**src/rtl/updown_counter_mod.sv**
```systemverilog
// Parametrised up/down modulo counter with runtime step, parallel load and a registered wrap pulse.
// Optional saturating mode (adds port sat) is enabled by defining UDC_SAT_EN.
module updown_counter_mod #(
  parameter int unsigned      WIDTH   = 8,
  parameter longint unsigned  LIMIT   = (64'd1 << WIDTH) - 64'd1,
  parameter int unsigned      STEP_W  = 3,
  parameter longint unsigned  RST_VAL = 0
) (
  input  logic              clk,
  input  logic              rst,
  input  logic              en,
  input  logic              down,
`ifdef UDC_SAT_EN
  input  logic              sat,
`endif
  input  logic [STEP_W-1:0] step,
  input  logic              load,
  input  logic [WIDTH-1:0]  din,
  output logic [WIDTH-1:0]  count,
  output logic              wrap,
  output logic              at_max,
  output logic              at_min
);

  localparam logic [WIDTH-1:0] W_LIM = WIDTH'(LIMIT);
  localparam logic [WIDTH:0]   W_MOD = (WIDTH + 1)'(LIMIT + 64'd1);
  localparam logic [WIDTH-1:0] W_RST = WIDTH'(RST_VAL);

  logic [WIDTH-1:0] r_count;
  logic             r_wrap;

  logic [WIDTH-1:0] w_step_ext;
  logic [WIDTH-1:0] w_s;
  logic [WIDTH:0]   w_sum;
  logic             w_up_cross;
  logic             w_dn_cross;
  logic [WIDTH-1:0] w_up_val;
  logic [WIDTH-1:0] w_dn_val;
  logic [WIDTH-1:0] w_din_clamp;
  logic             w_sat;

`ifdef UDC_SAT_EN
  assign w_sat = sat;
`else
  assign w_sat = 1'b0;
`endif

  // Clamping the step to LIMIT keeps any single crossing within one modulus.
  assign w_step_ext  = WIDTH'(step);
  assign w_s         = (w_step_ext > W_LIM) ? W_LIM : w_step_ext;
  assign w_din_clamp = (din > W_LIM) ? W_LIM : din;

  assign w_sum      = {1'b0, r_count} + {1'b0, w_s};
  assign w_up_cross = (w_sum > {1'b0, W_LIM});
  assign w_dn_cross = (r_count < w_s);

  always_comb begin
    w_up_val = w_sum[WIDTH-1:0];
    if (w_up_cross) begin
      w_up_val = w_sat ? W_LIM : WIDTH'(w_sum - W_MOD);
    end
  end

  always_comb begin
    w_dn_val = r_count - w_s;
    if (w_dn_cross) begin
      w_dn_val = w_sat ? '0 : WIDTH'({1'b0, r_count} + W_MOD - {1'b0, w_s});
    end
  end

  always_ff @(posedge clk) begin
    if (rst) begin
      r_count <= W_RST;
      r_wrap  <= 1'b0;
    end else if (load) begin
      r_count <= w_din_clamp;
      r_wrap  <= 1'b0;
    end else if (en) begin
      if (down) begin
        r_count <= w_dn_val;
        r_wrap  <= w_dn_cross;
      end else begin
        r_count <= w_up_val;
        r_wrap  <= w_up_cross;
      end
    end else begin
      r_wrap <= 1'b0;
    end
  end

  assign count  = r_count;
  assign wrap   = r_wrap;
  assign at_max = (r_count == W_LIM);
  assign at_min = (r_count == '0);

endmodule
```
**config.mk**
```make
export PLATFORM = sky130hd
export DESIGN_NAME = updown_counter_mod
export DESIGN_NICKNAME = d
export VERILOG_FILES = /design/src/rtl/updown_counter_mod.sv
export SDC_FILE = /design/constraint.sdc
export NUM_CORES = 1
export LEC_CHECK = 0
export BUFFER_PORTS_ARGS = -buffer_cell sky130_fd_sc_hd__buf_2
export CAP_MARGIN = 10
export CORE_ASPECT_RATIO = 0.75
export CORE_MARGIN = 2
export CORE_UTILIZATION = 50
export CTS_BUF_LIST = sky130_fd_sc_hd__clkbuf_16
export DETAILED_ROUTE_END_ITERATION = 8
export GPL_TIMING_DRIVEN = 0
export MAX_ROUTING_LAYER = met4
export PLACE_DENSITY = 0.78
export SYNTH_ARGS = -nofsm -noshare
export SYNTH_HDL_FRONTEND = slang
export SYNTH_SLANG_ARGS = --single-unit
```
**constraint.sdc**
```tcl
create_clock -name clk -period 5.14 [get_ports clk]
set_clock_uncertainty 0.15 [all_clocks]
set_input_delay 0.257 -clock clk [delete_from_list [all_inputs] [get_ports clk]]
set_output_delay 0.257 -clock clk [all_outputs]
set_load 0.01 [all_outputs]
```
# Yosys cells after proc, flatten, opt, wreduce, memory -nomap -nowiden

Index checks and enable logic that the tools add are counted.

Register bits after elaboration: 9
Output and inout bits: 11
Input bits: 16
Word-level logic and storage cells: 24

Add/sub/neg operators: 5
Equal/unequal tests: 1
$lt $le $gt $ge: 4
Bitwise gates (word level): 1
Reductions and logical operators: 3
Muxes and demuxes: 8

Operators with widths:

| operator            | count |
|---|---|
| $mux 8              | 7 |
| $sub 8x8->8         | 2 |
| $add 8x8->9         | 1 |
| $gt 9x8->1 const B  | 1 |
| $add 8x1->8 const B | 1 |
| $eq 8x8->1 const B  | 1 |
| $gt 3x8->1 const B  | 1 |
| $gt 8x8->1 const B  | 1 |
| $logic_not 8->1     | 1 |
| $lt 8x8->1          | 1 |
| $sub 8x1->8 const B | 1 |
| $reduce_or 3->1     | 1 |
| $reduce_bool 2->1   | 1 |
| $mux 1              | 1 |
| $not 1->1           | 1 |

# Longest topological paths before layout

Depth after elaboration: 8
Gate-level depth with buffers: 8
Gate-level depth less buffers: 8

# Least setup slack after synthesis

Ideal clock, no wire load.

Path kind: flip-flop to flip-flop
Start point: register r_count[1] (netlist: count[1])
End point: register r_count[5] (netlist: count[5])
Stages on the path, launching flop included: 7
Setup slack: 2.921 ns
Setup time: 0.103 ns
Data required time: 4.887 ns
Buffers on the path: 0
Data arrival time: 1.966 ns
Clock period less this slack: 2.219 ns
Cells stage by stage: dfxtp_1 -> ha_1 -> nor2b_4 -> o21a_1 -> or3b_4 -> o221a_1 -> a2111oi_2

Longest elaborated chain between the ends: 6
Elaborated cells between the ends (all ways): 12
Those cells by class: add/sub: 5; order compare: 2; mux: 5

Ends and longest elaborated chain:

| what                                       | line   | RTL |
|---|---|---|
| start: declaration                         | 29     | `logic [WIDTH-1:0] r_count;` |
| start signal: assignment                   | 76     | `r_count <= w_din_clamp;` |
| start signal: assignment                   | 80     | `r_count <= w_dn_val;` |
| start signal: assignment                   | 83     | `r_count <= w_up_val;` |
| $add 8x8->9 or $add 8x1->8 (tied branches) | 53, 67 |  |
| $sub 8x1->8 (tied with other cells)        | 60     | `w_up_val = w_sat ? W_LIM : WIDTH'(w_sum - W_MOD);` |
| $mux 8 (on tied branches)                  | 59, 66 |  |
| $mux 8 *                                   | 79     | `if (down) begin` |
| $mux 8 *                                   | 78     | `end else if (en) begin` |
| $mux 8 *                                   | 75     | `end else if (load) begin` |

Mark *: on every way between the ends. The rest lies on a longest branch, timed or not. The select of a mux whose other input is x is not followed.
A chain may end at the register's enable or synchronous reset.

# Worst setup path in the final report

Same ends and word-level chain as after synthesis.

==> metrics.cfg <==
[global_route]
grt_max_degree = 11
grt_pass1_wl_mm = 3.463
antenna_found_initial = 0
grt-ovfl-total = 0
first_global_vias = 757
grt_usage_pct = 23.58

[floorplanning]
core-area_sq_um = 1708
dieWidth_um = 52.64
die_h_um = 40.48
design.die.area_sq_um = 2131
pin_count = 27
start_util_pct = 51.94
num_rows = 13

[logic_synthesis]
synth.avg_cell_area_sq_um = 7.850
async_reset_ff_share_pct = 0
synth_nets = 137
ys_types = 45
seq_area_frac_synth_pct = 20.31
synth_edf_count = 0
syn_area_sq_um = 887.1
yosys_register_bits = 9
syn_inst = 113
ys_warn_count = 0
synth_flop_cell = dfxtp_1

[worst_setup_path]
cp-start-kind = flop
r2r_start = count[1]
rrSetupSlack_ns = 2.79
r2r_cells = 6
crit_fanout = 8
crit_path_end_kind = flop
required_ns = 5.12
critPathKind = reg -> reg
crit_path_start = count[1]
crit-reg2reg-capture = count[5]
cp.arrival_ns = 2.33
critical_path.endpoint = count[5]

[place]
portBuffers = 25
gp_congestion = 0.8834
place_area_sq_um = 1040
dp_hpwl_mm = 1.687
dp_slack_ns = 2.811
dp.cells = 160

[finish]
final_nets = 167
layout.cells.non_filler = 164
diodes = 0
stdcell_area_sq_um = 1119
areaGrowthSynthToFinish_pct = 26.09
num-fill-cells = 157
drive_above_1_share_pct = 26.06
final_core_util_pct = 65.49

[detailed_routing]
vias_per_cell = 5.817
drt_pass1_iterations = 4
drtIter0Drc = 40
wl_mm = 2.245
detail_route.wl_per_cell_um = 13.69
drcViolationCount = 0
ant_nets = 0
via_count = 954

[clock_tree]
clk_pin_slew_ns = 0.04
htreeDepth = 1
post-cts-setup-buffers = 0
cts_resized = 0
clkSinkCount = 9
ctsHoldBuffers = 0
cts_made_buffers = 3
clk_path_buf_depth = 2
insertion_delay_ns = 0.24
cts_tree = done
cts_root_buf = clkbuf_16

[timing]
rsz0062_at_grt = no
worst_slew_pin_slew_ns = 0.4698
fin_crit_ns = 2.350
slew_viol_final = 0
fin_crit_sh_pct = 45.73
fmax_mhz = 425.5
timing.final.ws_setup_ns = 2.790
setup_viol = 0
relSlewSlack_pct = 68.68
hold_viol_final = 0
setup-tns-final_ns = 0

[power_and_ir_drop]
p_per_area_nw_per_um2 = 269.6
vdd.ir_drop.worst_mv = 0.2152
p_leak_nw = 0.4997

[outcome]
status = finished, final reports clean

[min_path]
hold_path_startpoint = din[2]
hold_path.class = in -> reg

[flow_run]
drv_cap = 0

-- metrics by stage --
step | total power, mW | hold slack [ns]
2_1_floorplan | 0.1385 | 0.2506
3_3_place_gp | 0.1612 | 0.3406
5_1_grt | 0.3157 | 0.1300
3_5_place_dp | 0.1636 | 0.3469
4_1_cts | 0.3010 | 0.1088
6_report | 0.3016 | 0.1032
-- cell type report --
| cell class | instances | area, sq um | area share [%] |
|---|---|---|---|
| multi-input cells | 88 | 633.1 | 56.60 |
| flip-flops and latches | 9 | 180.2 | 16.11 |
| repair buffers | 25 | 125.1 | 11.19 |
| clock buffers | 3 | 75.07 | 6.711 |
| plain buffers | 7 | 40.04 | 3.579 |
| inverters | 9 | 33.78 | 3.020 |
| well taps | 22 | 27.53 | 2.461 |
| clock inverters | 1 | 3.754 | 0.3356 |
-- layer usage --
layer / wire (um) / track usage [%]
met1: 997 / 29.17
met2: 1050 / 39.06
met3: 198 / 7.836
met5: 0 / -
met4: 0 / 2.564
-- state kept, by name, summed over array words and instances, names as in the netlist --
signal and cells:
count 8, wrap 1
-- worst min path at each step --
stage	depth (start not counted)	endpoint
after floorplan	2	count[1]
after global placement	3	count[0]
after detailed placement	3	count[2]
after CTS	3	count[2]
after global routing	3	count[2]
final	3	count[2]
-- where the power goes --
part           total, mW  internal, mW  switching [mW]
Clock              0.138         0.102          0.0358
Combinational     0.0811        0.0365          0.0446
Sequential        0.0828        0.0758         0.00703
Total              0.302         0.214          0.0875
-- critical path: stages, from the launching register on --
cell	delay [ns]
dfxtp_1	0.50
ha_1	0.31
nor2b_4	0.13
o21a_1	0.19
or3b_4	0.40
o221a_1	0.29
a2111oi_2	0.27
-- synth_stat cells (all sizes together) (3+ instances only) --
| master | n | area, sq um |
|---|---|---|
| or3 | 3 | 18.77 |
| nand2b | 3 | 18.77 |
| nand3 | 6 | 30.03 |
| a21oi | 6 | 30.03 |
| clkbuf | 5 | 23.77 |
| dfxtp | 9 | 180.2 |
| nor2 | 16 | 60.06 |
| ha | 6 | 75.07 |
| a211oi | 6 | 45.04 |
| inv | 9 | 33.78 |
| nand2 | 4 | 15.01 |
| o211ai | 3 | 22.52 |
-- kinds of logic after synthesis --
logic type | after synthesis | share of synthesized area, %
AOI/OAI and AO/OA | 31 | 26.10
xor gates and xnor gates | 3 | 2.962
adders and majority gates | 8 | 12.98
buffers and inverters | 16 | 8.320
DFF | 9 | 20.31
muxes | 1 | 1.128
and+or+nand+nor | 45 | 28.21
-- cell usage in the layout (no fill, tap or decap), types with 2 or more instances in the layout --
| master | instances |
|---|---|
| or3_1 | 3 |
| nor3_1 | 2 |
| ha_1 | 6 |
| and4_1 | 2 |
| a211oi_1 | 6 |
| nand2b_1 | 3 |
| clkbuf_16 | 3 |
| dfxtp_1 | 9 |
| nand3_1 | 6 |
| fa_1 | 2 |
| buf_2 | 26 |
| xnor2_1 | 2 |
| inv_1 | 10 |
| a21oi_1 | 6 |
| nand3b_1 | 2 |
| nand2_1 | 4 |
| o21ai_0 | 2 |
| o211ai_1 | 3 |
| clkbuf_1 | 3 |
| nor2_1 | 16 |
Note: power is estimated with default switching activity, not from simulation.
